<file path="src/rtl/sparhixcel_pkg.sv">
// sparhixcel_pkg: shared weight-path types and constants.
package sparhixcel_pkg;
    localparam int N_ROWS_ARRAY = 16;
    localparam int F_WIDTH      = 8;
    localparam int WORD_WIDTH   = N_ROWS_ARRAY * F_WIDTH;

    typedef logic [WORD_WIDTH-1:0] weight_word_t;

    typedef enum logic [1:0] {
        BANK_EMPTY   = 2'd0,
        BANK_FILLING = 2'd1,
        BANK_FULL    = 2'd2,
        BANK_ACTIVE  = 2'd3
    } bank_state_e;
endpackage

</file>
<file path="src/rtl/weight_pingpong_buffer_if.sv">
// weight_pingpong_buffer_if: write-fill and array-read signals of the weight staging bank.
interface weight_pingpong_buffer_if;
    import sparhixcel_pkg::*;

    logic         wr_valid_i;
    logic         wr_ready_o;
    weight_word_t wr_data_i;
    logic         wr_last_i;
    logic         rd_ld_i;
    logic         rd_repeat_i;
    logic         rd_release_i;
    logic         rd_valid_o;
    weight_word_t f_weight_o;
    logic         tile_last_o;
    logic [3:0]   bank_state_o;
    logic         underrun_o;

    modport slave (
        input  wr_valid_i, wr_data_i, wr_last_i, rd_ld_i, rd_repeat_i, rd_release_i,
        output wr_ready_o, rd_valid_o, f_weight_o, tile_last_o, bank_state_o, underrun_o
    );

    modport master (
        output wr_valid_i, wr_data_i, wr_last_i, rd_ld_i, rd_repeat_i, rd_release_i,
        input  wr_ready_o, rd_valid_o, f_weight_o, tile_last_o, bank_state_o, underrun_o
    );
endinterface

</file>
<file path="src/rtl/weight_bank.sv">
// weight_bank: DEPTH-word weight storage, registered write, combinational indexed read.
module weight_bank
    import sparhixcel_pkg::*;
#(
    parameter int DEPTH = 4,
    parameter int AW    = 2
) (
    input  logic          clk_i,
    input  logic          we_i,
    input  logic [AW-1:0] wr_idx_i,
    input  weight_word_t  wr_data_i,
    input  logic [AW-1:0] rd_idx_i,
    output weight_word_t  rd_data_o
);
    weight_word_t mem_q [DEPTH];

    always_ff @(posedge clk_i) begin
        if (we_i) mem_q[wr_idx_i] <= wr_data_i;
    end

    assign rd_data_o = mem_q[rd_idx_i];
endmodule

</file>
<file path="src/rtl/weight_pingpong_buffer.sv">
// weight_pingpong_buffer: two-bank weight staging; one bank fills while the array reads the other.
module weight_pingpong_buffer
    import sparhixcel_pkg::*;
#(
    parameter int DEPTH     = 4,
    parameter int IDX_WIDTH = $clog2(DEPTH + 1)
) (
    input logic                      clk_i,
    input logic                      rd_weight_rst,
    weight_pingpong_buffer_if.slave  bus
);
    localparam int AW = (DEPTH > 1) ? $clog2(DEPTH) : 1;
    localparam logic [IDX_WIDTH-1:0] LAST_IDX = IDX_WIDTH'(DEPTH - 1);
    localparam logic [IDX_WIDTH-1:0] ONE      = IDX_WIDTH'(1);

    bank_state_e          st_q [2];
    bank_state_e          st_d [2];
    logic [IDX_WIDTH-1:0] len_q [2];
    logic [IDX_WIDTH-1:0] len_d [2];
    logic                 wr_bank_q, wr_bank_d;
    logic                 rd_bank_q, rd_bank_d;
    logic [IDX_WIDTH-1:0] wr_idx_q, wr_idx_d;
    logic [IDX_WIDTH-1:0] rd_idx_q, rd_idx_d;
    weight_word_t         f_weight_q, f_weight_d;
    logic                 tile_last_q, tile_last_d;
    logic                 rd_valid_q, rd_valid_d;
    logic                 underrun_q, underrun_d;
    weight_word_t         rd_word [2];

    logic wr_ready, wr_fire, wr_done, rd_act, rd_end, rd_drop;

    assign wr_ready = (st_q[wr_bank_q] == BANK_EMPTY) || (st_q[wr_bank_q] == BANK_FILLING);
    assign wr_fire  = bus.wr_valid_i && wr_ready;
    assign wr_done  = wr_fire && (bus.wr_last_i || wr_idx_q == LAST_IDX);
    // rd_bank always tracks the ACTIVE bank whenever one exists
    assign rd_act   = st_q[rd_bank_q] == BANK_ACTIVE;
    assign rd_end   = rd_idx_q == len_q[rd_bank_q] - ONE;
    assign rd_drop  = rd_act && (bus.rd_release_i || (bus.rd_ld_i && rd_end && !bus.rd_repeat_i));

    for (genvar b = 0; b < 2; b++) begin : g_bank
        weight_bank #(.DEPTH(DEPTH), .AW(AW)) u_bank (
            .clk_i     (clk_i),
            .we_i      (wr_fire && wr_bank_q == 1'(b)),
            .wr_idx_i  (wr_idx_q[AW-1:0]),
            .wr_data_i (bus.wr_data_i),
            .rd_idx_i  (rd_idx_q[AW-1:0]),
            .rd_data_o (rd_word[b])
        );
    end

    always_ff @(posedge clk_i or posedge rd_weight_rst) begin
        if (rd_weight_rst) begin
            st_q        <= '{BANK_EMPTY, BANK_EMPTY};
            len_q       <= '{'0, '0};
            wr_bank_q   <= 1'b0;
            rd_bank_q   <= 1'b0;
            wr_idx_q    <= '0;
            rd_idx_q    <= '0;
            f_weight_q  <= '0;
            tile_last_q <= 1'b0;
            rd_valid_q  <= 1'b0;
            underrun_q  <= 1'b0;
        end else begin
            st_q        <= st_d;
            len_q       <= len_d;
            wr_bank_q   <= wr_bank_d;
            rd_bank_q   <= rd_bank_d;
            wr_idx_q    <= wr_idx_d;
            rd_idx_q    <= rd_idx_d;
            f_weight_q  <= f_weight_d;
            tile_last_q <= tile_last_d;
            rd_valid_q  <= rd_valid_d;
            underrun_q  <= underrun_d;
        end
    end

    always_comb begin
        st_d      = st_q;
        len_d     = len_q;
        wr_bank_d = wr_bank_q;
        rd_bank_d = rd_bank_q;
        wr_idx_d  = wr_idx_q;
        rd_idx_d  = rd_idx_q;
        if (wr_fire) begin
            st_d[wr_bank_q] = wr_done ? BANK_FULL : BANK_FILLING;
            wr_idx_d        = wr_done ? '0 : wr_idx_q + ONE;
            wr_bank_d       = wr_bank_q ^ wr_done;
            if (wr_done) len_d[wr_bank_q] = wr_idx_q + ONE;
        end
        // a tile completing this cycle in the other bank is picked up by the gapless swap
        if (rd_drop) begin
            st_d[rd_bank_q]  = BANK_EMPTY;
            st_d[!rd_bank_q] = (st_d[!rd_bank_q] == BANK_FULL) ? BANK_ACTIVE : st_d[!rd_bank_q];
            rd_bank_d        = !rd_bank_q;
            rd_idx_d         = '0;
        end else if (rd_act) begin
            rd_idx_d = !bus.rd_ld_i ? rd_idx_q : rd_end ? '0 : rd_idx_q + ONE;
        end else if (st_q[rd_bank_q] == BANK_FULL) begin
            st_d[rd_bank_q] = BANK_ACTIVE;
            rd_idx_d        = '0;
        end else if (st_q[!rd_bank_q] == BANK_FULL) begin
            st_d[!rd_bank_q] = BANK_ACTIVE;
            rd_bank_d        = !rd_bank_q;
            rd_idx_d         = '0;
        end
    end

    always_comb begin
        f_weight_d  = (bus.rd_ld_i && rd_act) ? rd_word[rd_bank_q] : f_weight_q;
        tile_last_d = (bus.rd_ld_i && rd_act) ? rd_end : tile_last_q;
        underrun_d  = underrun_q || (bus.rd_ld_i && !rd_act);
        rd_valid_d  = (st_d[0] == BANK_ACTIVE) || (st_d[1] == BANK_ACTIVE);
    end

    assign bus.wr_ready_o   = wr_ready;
    assign bus.rd_valid_o   = rd_valid_q;
    assign bus.f_weight_o   = f_weight_q;
    assign bus.tile_last_o  = tile_last_q;
    assign bus.bank_state_o = {st_q[1], st_q[0]};
    assign bus.underrun_o   = underrun_q;
endmodule

</file>
<file path="src/flat_wrapper.sv">
// flat-port wrapper written by rule: the top's interface ports become plain ports
module weight_pingpong_buffer_flat import sparhixcel_pkg::*;
#(
    parameter int DEPTH     = 4,
    parameter int IDX_WIDTH = $clog2(DEPTH + 1)
)
  (clk_i, rd_weight_rst, bus_wr_valid_i, bus_wr_data_i, bus_wr_last_i, bus_rd_ld_i, bus_rd_repeat_i, bus_rd_release_i, bus_wr_ready_o, bus_rd_valid_o, bus_f_weight_o, bus_tile_last_o, bus_bank_state_o, bus_underrun_o);
  weight_pingpong_buffer_if bus_i ();
  input logic clk_i;
  input logic rd_weight_rst;
  input wire logic [$bits(bus_i.wr_valid_i)-1:0] bus_wr_valid_i;
  input wire logic [$bits(bus_i.wr_data_i)-1:0] bus_wr_data_i;
  input wire logic [$bits(bus_i.wr_last_i)-1:0] bus_wr_last_i;
  input wire logic [$bits(bus_i.rd_ld_i)-1:0] bus_rd_ld_i;
  input wire logic [$bits(bus_i.rd_repeat_i)-1:0] bus_rd_repeat_i;
  input wire logic [$bits(bus_i.rd_release_i)-1:0] bus_rd_release_i;
  output wire logic [$bits(bus_i.wr_ready_o)-1:0] bus_wr_ready_o;
  output wire logic [$bits(bus_i.rd_valid_o)-1:0] bus_rd_valid_o;
  output wire logic [$bits(bus_i.f_weight_o)-1:0] bus_f_weight_o;
  output wire logic [$bits(bus_i.tile_last_o)-1:0] bus_tile_last_o;
  output wire logic [$bits(bus_i.bank_state_o)-1:0] bus_bank_state_o;
  output wire logic [$bits(bus_i.underrun_o)-1:0] bus_underrun_o;
  assign bus_i.wr_valid_i = bus_wr_valid_i;
  assign bus_i.wr_data_i = bus_wr_data_i;
  assign bus_i.wr_last_i = bus_wr_last_i;
  assign bus_i.rd_ld_i = bus_rd_ld_i;
  assign bus_i.rd_repeat_i = bus_rd_repeat_i;
  assign bus_i.rd_release_i = bus_rd_release_i;
  assign bus_wr_ready_o = bus_i.wr_ready_o;
  assign bus_rd_valid_o = bus_i.rd_valid_o;
  assign bus_f_weight_o = bus_i.f_weight_o;
  assign bus_tile_last_o = bus_i.tile_last_o;
  assign bus_bank_state_o = bus_i.bank_state_o;
  assign bus_underrun_o = bus_i.underrun_o;
  weight_pingpong_buffer #(.DEPTH(DEPTH), .IDX_WIDTH(IDX_WIDTH)) u_core (.clk_i(clk_i), .rd_weight_rst(rd_weight_rst), .bus(bus_i));
endmodule
</file>
<file path="config.mk">
export PLATFORM = sky130hd
export DESIGN_NAME = weight_pingpong_buffer_flat
export DESIGN_NICKNAME = d
export VERILOG_FILES = /design/src/rtl/sparhixcel_pkg.sv /design/src/rtl/weight_pingpong_buffer_if.sv /design/src/rtl/weight_bank.sv /design/src/rtl/weight_pingpong_buffer.sv /design/src/flat_wrapper.sv
export SDC_FILE = /design/constraint.sdc
export NUM_CORES = 1
export LEC_CHECK = 0
export CAP_MARGIN = 20
export CORE_ASPECT_RATIO = 1.1
export CORE_MARGIN = 2
export CORE_UTILIZATION = 50
export CTS_CLUSTER_SIZE = 10
export DETAILED_ROUTE_END_ITERATION = 16
export HOLD_SLACK_MARGIN = 0.05
export PLACE_DENSITY = 0.72
export SYNTH_ARGS = -nofsm -noshare
export SYNTH_HDL_FRONTEND = slang
export SYNTH_SLANG_ARGS = --single-unit
</file>
<file path="constraint.sdc">
create_clock -name clk_i -period 4.8 [get_ports clk_i]
set_input_delay 0.96 -clock clk_i [delete_from_list [all_inputs] [get_ports clk_i]]
set_output_delay 0.96 -clock clk_i [all_outputs]
set_load 0.01 [all_outputs]
</file>
**Yosys cells after proc, flatten, opt, wreduce, memory -nomap -nowiden**

Memory sizes are Yosys's and may differ from the RTL's.
Index checks and enable logic that the tools add are counted.

- Bits in registers: 149
- Bits in writable memories: 1024
- Output and inout port bits: 136
- Logic and storage cells: 121
- Memories kept: 2

Memories:

| name | words | width | read ports | clocked after memory_dff | wr ports | RTL line | RTL |
|---|---|---|---|---|---|---|---|
| u_core.g_bank[0].u_bank.mem_q | 4 | 128 | 1 | 0 | 1 | weight_bank.sv:15 | `weight_word_t mem_q [DEPTH];` |
| u_core.g_bank[1].u_bank.mem_q | 4 | 128 | 1 | 0 | 1 | weight_bank.sv:15 |  |

- $add $sub $neg: 3
- $lt $le $gt $ge: 6
- Equal/unequal tests: 12
- Multiplexer cells: 51
- Bitwise gates (word level): 9
- Reductions and logical operators: 26

Operators by type and width:

| cell | count |
|---|---|
| $mux W128 | 3 |
| $mux W2 | 17 |
| $mux W3 | 11 |
| $mux W4 | 5 |
| $eq A2 B2 Y1 const B | 6 |
| $logic_and A1 B1 Y1 | 12 |
| $bwmux W4 | 2 |
| $mux W1 | 8 |
| $or A4 B4 Y4 | 2 |
| $add A3 B1 Y3 const B | 2 |
| $bwmux W6 | 1 |
| $demux W2 S1 | 3 |
| $ge A2 B2 Y1 const B | 3 |
| $lt A2 B1 Y1 const B | 3 |
| $not A1 Y2 | 3 |
| $logic_or A1 B1 Y1 | 5 |
| $and A4 B4 Y4 | 1 |
| $not A4 Y4 | 1 |
| $reduce_and A2 Y1 | 2 |
| $reduce_bool A4 Y1 | 1 |
| $demux W3 S1 | 1 |
| $eq A3 B2 Y1 const B | 1 |
| $eq A3 B3 Y1 | 1 |
| $logic_not A1 Y1 | 3 |
| 10 further kinds | 10 |

**Longest topological paths before layout**

- Word-level depth: 21
- Depth in mapped cells: 10
- Depth with buffers taken out: 7

**Modules after synthesis**

From an unflattened synthesis, not the netlist that was laid out.

- Cells, all modules: 2020
- Area total of the unflattened synthesis: 44206.1 um^2

By module, submodules not included:

| module | times used | cells an instance | area an instance (um^2) | seq. area each (um^2) |
|---|---|---|---|---|
| weight_bank | 2 | 672 | 18602.8 | 15374.7 |
| weight_pingpong_buffer | 1 | 676 | 7000.5 | 3728.6 |

**Least setup slack after synthesis**

No wires, ideal clock.

- Path kind: input-to-reg
- Start point: in bus_wr_valid_i
- End point: mem u_core.g_bank[0].u_bank.mem_q[1][0] (netlist bit), enable pin
- Library setup time: 0.502 ns
- Data arrival time: 4.365 ns
- Required time: 4.298 ns
- Setup slack: -0.067 ns
- Stages: 2
- Buffers on the path: 0
- Path through: nor3b_1 and2_1

- Longest elaborated chain between the ends: 4

Ends and longest elaborated chain:

| element | RTL line | RTL |
|---|---|---|
| from (decl) | flat_wrapper.sv:11 | `input wire logic [$bits(bus_i.wr_valid_i)-1:0] bus_wr_valid_i;` |
| $logic_and A1 B1 Y1 | weight_pingpong_buffer.sv:33 | `assign wr_fire = bus.wr_valid_i && wr_ready;` |
| $logic_and A1 B1 Y1 | weight_pingpong_buffer.sv:43 | `.we_i (wr_fire && wr_bank_q == 1'(b)),` |
| $mux W1 | weight_bank.sv:18 | `if (we_i) mem_q[wr_idx_i] <= wr_data_i;` |
| $mux W1 (not written as such) | weight_bank.sv:18 |  |
| to (decl) | weight_bank.sv:15 |  |

No other way between the ends.

**Final worst setup path**

- Start point: reg u_core.st_q (netlist bit u_core.bus.bank_state_o[3])
- End point: out bus_wr_ready_o

- Longest elaborated chain between the ends: 5
- Elaborated cells on any way between the ends: 6
- Classes of those cells: 1 x eq/ne; 3 x mux; 2 x reduce/logical

Ends and longest elaborated chain:

| element | RTL line | RTL |
|---|---|---|
| from (decl) | weight_pingpong_buffer.sv:16 | `bank_state_e st_q [2];` |
| from (signal assigned) | weight_pingpong_buffer.sv:53 | `st_q <= '{BANK_EMPTY, BANK_EMPTY};` |
| from (signal assigned) | weight_pingpong_buffer.sv:64 | `st_q <= st_d;` |
| $mux W2 (not written as such) * (3 in a row) | weight_pingpong_buffer.sv:32 | `assign wr_ready = (st_q[wr_bank_q] == BANK_EMPTY) \|\| (st_q[wr_bank_q] == BANK_FILLING);` |
| $eq A2 B1 Y1 or $logic_not A2 Y1 (tied branches) | weight_pingpong_buffer.sv:32 |  |
| $logic_or A1 B1 Y1 * | weight_pingpong_buffer.sv:32 |  |
| to (decl) | flat_wrapper.sv:17 | `output wire logic [$bits(bus_i.wr_ready_o)-1:0] bus_wr_ready_o;` |

Every way passes the cells marked *; elsewhere a longest branch is shown, timed or not. The select of a mux whose other input is x is not followed.

==> impl_metrics.json <==
{
  "cts.path.max_buffers": 3,
  "reg2reg_depth": 5,
  "finalSetupViolations": 0,
  "rsz0062_at_grt": "no",
  "drc_errors": 0,
  "postRouteAntennaNets": 0,
  "antenna_found_initial": 20,
  "cts_buffers": 136,
  "pwr-share-seq": 0.458,
  "whs_ps": 466,
  "p_sw_uw": 7720,
  "grt_usage": 0.209,
  "setup_ws_ps": 1610,
  "initialDrtViolationCount": 2051,
  "io_pins": 271,
  "syn_nets": 2166,
  "drt_first_pass_iters": 5,
  "switching_share": 0.269,
  "status": "finished, final reports clean",
  "cp_top_family": "buffers and inverters",
  "hold_path_end": "u_core.bus.underrun_o",
  "maxSlewHeadroom": 0.298,
  "finalHoldViolations": 0,
  "finalClockSkew_ps": 29.0,
  "synth.largest_area_cell": "edfxtp_1",
  "dpl_worst_slack_ps": 1500,
  "path_buf_inv": 1,
  "grt_pass1_vias": 21915,
  "hold_depth": 1,
  "initial_core_util": 0.506,
  "ys_top_cells_by_count": "1024 x edfxtp_1, 256 x mux4_2, 149 x dfrtp_1",
  "grt_pass1_wl_um": 139000,
  "end_kind": "output port",
  "hpwlAfterDp_um": 52100,
  "io_buffer_count": 270,
  "reg2reg_slack_ps": 1840,
  "path_cells": "mux2i_1 > clkdlybuf4s50_1",
  "clockPowerShare": 0.322,
  "die_h_um": 314,
  "synth_ff_type": "edfxtp_1",
  "drv_slew": 0,
  "power.ir.vdd_worst_uv": 451,
  "root_buffer": "clkbuf_16",
  "ys.warnings.count": 0,
  "placed_area_mm2": 0.0482,
  "drive_gt1_frac": 0.189,
  "power_frac_comb": 0.220,
  "die_area_mm2": 0.0900,
  "ys_ff_latch": 1173,
  "rows": 113,
  "cts_setup_buffers": 0,
  "r2r-start": "u_core.rd_bank_q",
  "hold_buffers": 0,
  "cp_slowest_cell": "clkdlybuf4s50_1",
  "min_period_ps": 3190,
  "clkLatencyLatePin_ps": 720,
  "area_growth_syn_to_layout_pct": 19.1,
  "synth.top_cell.area_share": 0.702,
  "r2r-end": "u_core.bus.f_weight_o[37]",
  "async_reset_ff_frac": 0.127,
  "tightestPinTransition_ps": 1050,
  "max_cap_violations": 0,
  "die_w_um": 286,
  "max_freq_mhz": 314,
  "finalCritPeriodShare": 0.664,
  "finalSetupTns_ps": 0,
  "grt_overflow_total": 0,
  "yosysSeqAreaShare": 0.787,
  "cts.clk_slew.worst_paths_ps": 60,
  "synthTopCellsByArea": "edfxtp_1 70%, mux4_2 13%, dfrtp_1 8.5%",
  "vias": 20597,
  "startpoint_type": "flip-flop",
  "grt_max_degree": 134,
  "viasPerCell": 5.67,
  "yosys.cell_types.count": 45,
  "worstPathArrival_ps": 2230,
  "critPathMaxFanout": 14,
  "wirelength_um": 91900,
  "syn_area_per_cell_um2": 21.6,
  "ctsResizeCount": 0,
  "htree_levels": 4,
  "hold_path_class": "flip-flop to flip-flop",
  "max_stage_delay_ps": 610,
  "cts_tree": "yes",
  "p_leak_uw": 0.0169,
  "design_area_mm2": 0.0522,
  "avgRoutedWirePerCell_um": 25.3,
  "core_area_mm2": 0.0865,
  "powerDensity_mw_per_mm2": 550,
  "syn_inst": 2024,
  "syn_area_mm2": 0.0438,
  "worstPathRequired_ps": 3840,
  "criticalPathCategory": "flip-flop to output port",
  "synth_edf_count": 1024,
  "p_int_uw": 21000,
  "post-synth-top-count-cell": "edfxtp_1",
  "min_from": "u_core.bus.underrun_o",
  "cts_num_sinks": 1173,
  "gp_congestion": 0.765,
  "nets": 2513,
  "fin_total_pwr_uw": 28700
}
## cell usage in the layout (no fill, tap or decap), types with 2 or more instances in the layout
cell / instances
clkbuf_16: 138
a21oi_1: 6
o21ai_0: 135
o221ai_1: 2
o31ai_1: 3
a21boi_0: 2
and2_4: 8
dfrtp_1: 146
diode_2: 5
a221o_1: 2
nor2_1: 6
buf_4: 17
edfxtp_1: 1024
clkinvlp_4: 2
nand2_1: 146
mux2i_1: 133
buf_12: 26
xnor2_1: 2
inv_6: 8
dfrtp_4: 3
clkdlybuf4s50_1: 270
mux4_2: 256
mux2_2: 3
ha_1: 7
xor2_1: 2
nand3_1: 2
clkbuf_1: 94
inv_1: 8
## state kept, by name, indices dropped and copies added (netlist names)
name,cells
u_core.rd_bank_q,1
u_core.bus.rd_valid_o,1
u_core.bus.bank_state_o,4
u_core.wr_idx_q,3
u_core.wr_bank_q,1
u_core.g_bank.u_bank.mem_q,1024
u_core.len_q,6
u_core.rd_idx_q,3
u_core.bus.f_weight_o,128
u_core.bus.underrun_o,1
u_core.bus.tile_last_o,1
## per-stage QoR
stage,util,cells
2_1_floorplan,-,2024
3_3_place_gp,0.557,3383
3_5_place_dp,0.557,3383
4_1_cts,0.603,3629
5_1_grt,0.603,3632
6_report,0.603,3634
## worst max path at each step
stage	startpoint	end	slack, ps	cells after the start
2_1_floorplan	bus_wr_valid_i	u_core.g_bank[0].u_bank.mem_q[3][0]	1330	2
3_3_place_gp	bus_wr_valid_i	u_core.g_bank[1].u_bank.mem_q[1][115]	1450	6
3_5_place_dp	bus_wr_valid_i	u_core.g_bank[1].u_bank.mem_q[1][116]	1500	6
4_1_cts	u_core.bus.bank_state_o[3]	bus_wr_ready_o	1600	2
5_1_grt	u_core.bus.bank_state_o[3]	bus_wr_ready_o	1480	2
6_report	u_core.bus.bank_state_o[3]	bus_wr_ready_o	1610	2
## power by group through the flow
stage                     Clock [µW]  Combinational (µW)  Sequential [µW]
after floorplan                    0                3620            13300
after global placement             0                6290            13300
after detailed placement           0                6410            13300
after CTS                       9410                6450            13200
after global routing            9830                6860            13300
final                           9240                6310            13100
## cell type report
type	count	area (µm²)
Antenna cell	5	12.5
Clock buffer	233	3820
Clock inverter	13	148
Fill cell	6033	34400
Inverter	9	37.5
Multi-Input combinational cell	738	8870
Sequential cell	1173	34500
Tap cell	1150	1440
Timing Repair Buffer	313	3350
## routing by layer
metal  share of wire  track usage  routed length, µm
met5          0.0020            0                188
met4           0.023       0.0656               2130
met3           0.066       0.0514               6030
met2            0.50        0.338              45900
met1            0.41        0.284              37700
## logic make-up after synthesis
family	count (synthesis)	share of synthesized area
simple gates	174	0.0164
xor+xnor	4	0.000800
compound gates	161	0.0201
mux	392	0.163
buf+inv	113	0.0111
fa+ha+maj	7	0.00200
flops	1173	0.787
No activity file was read; power rests on OpenSTA's default activity.
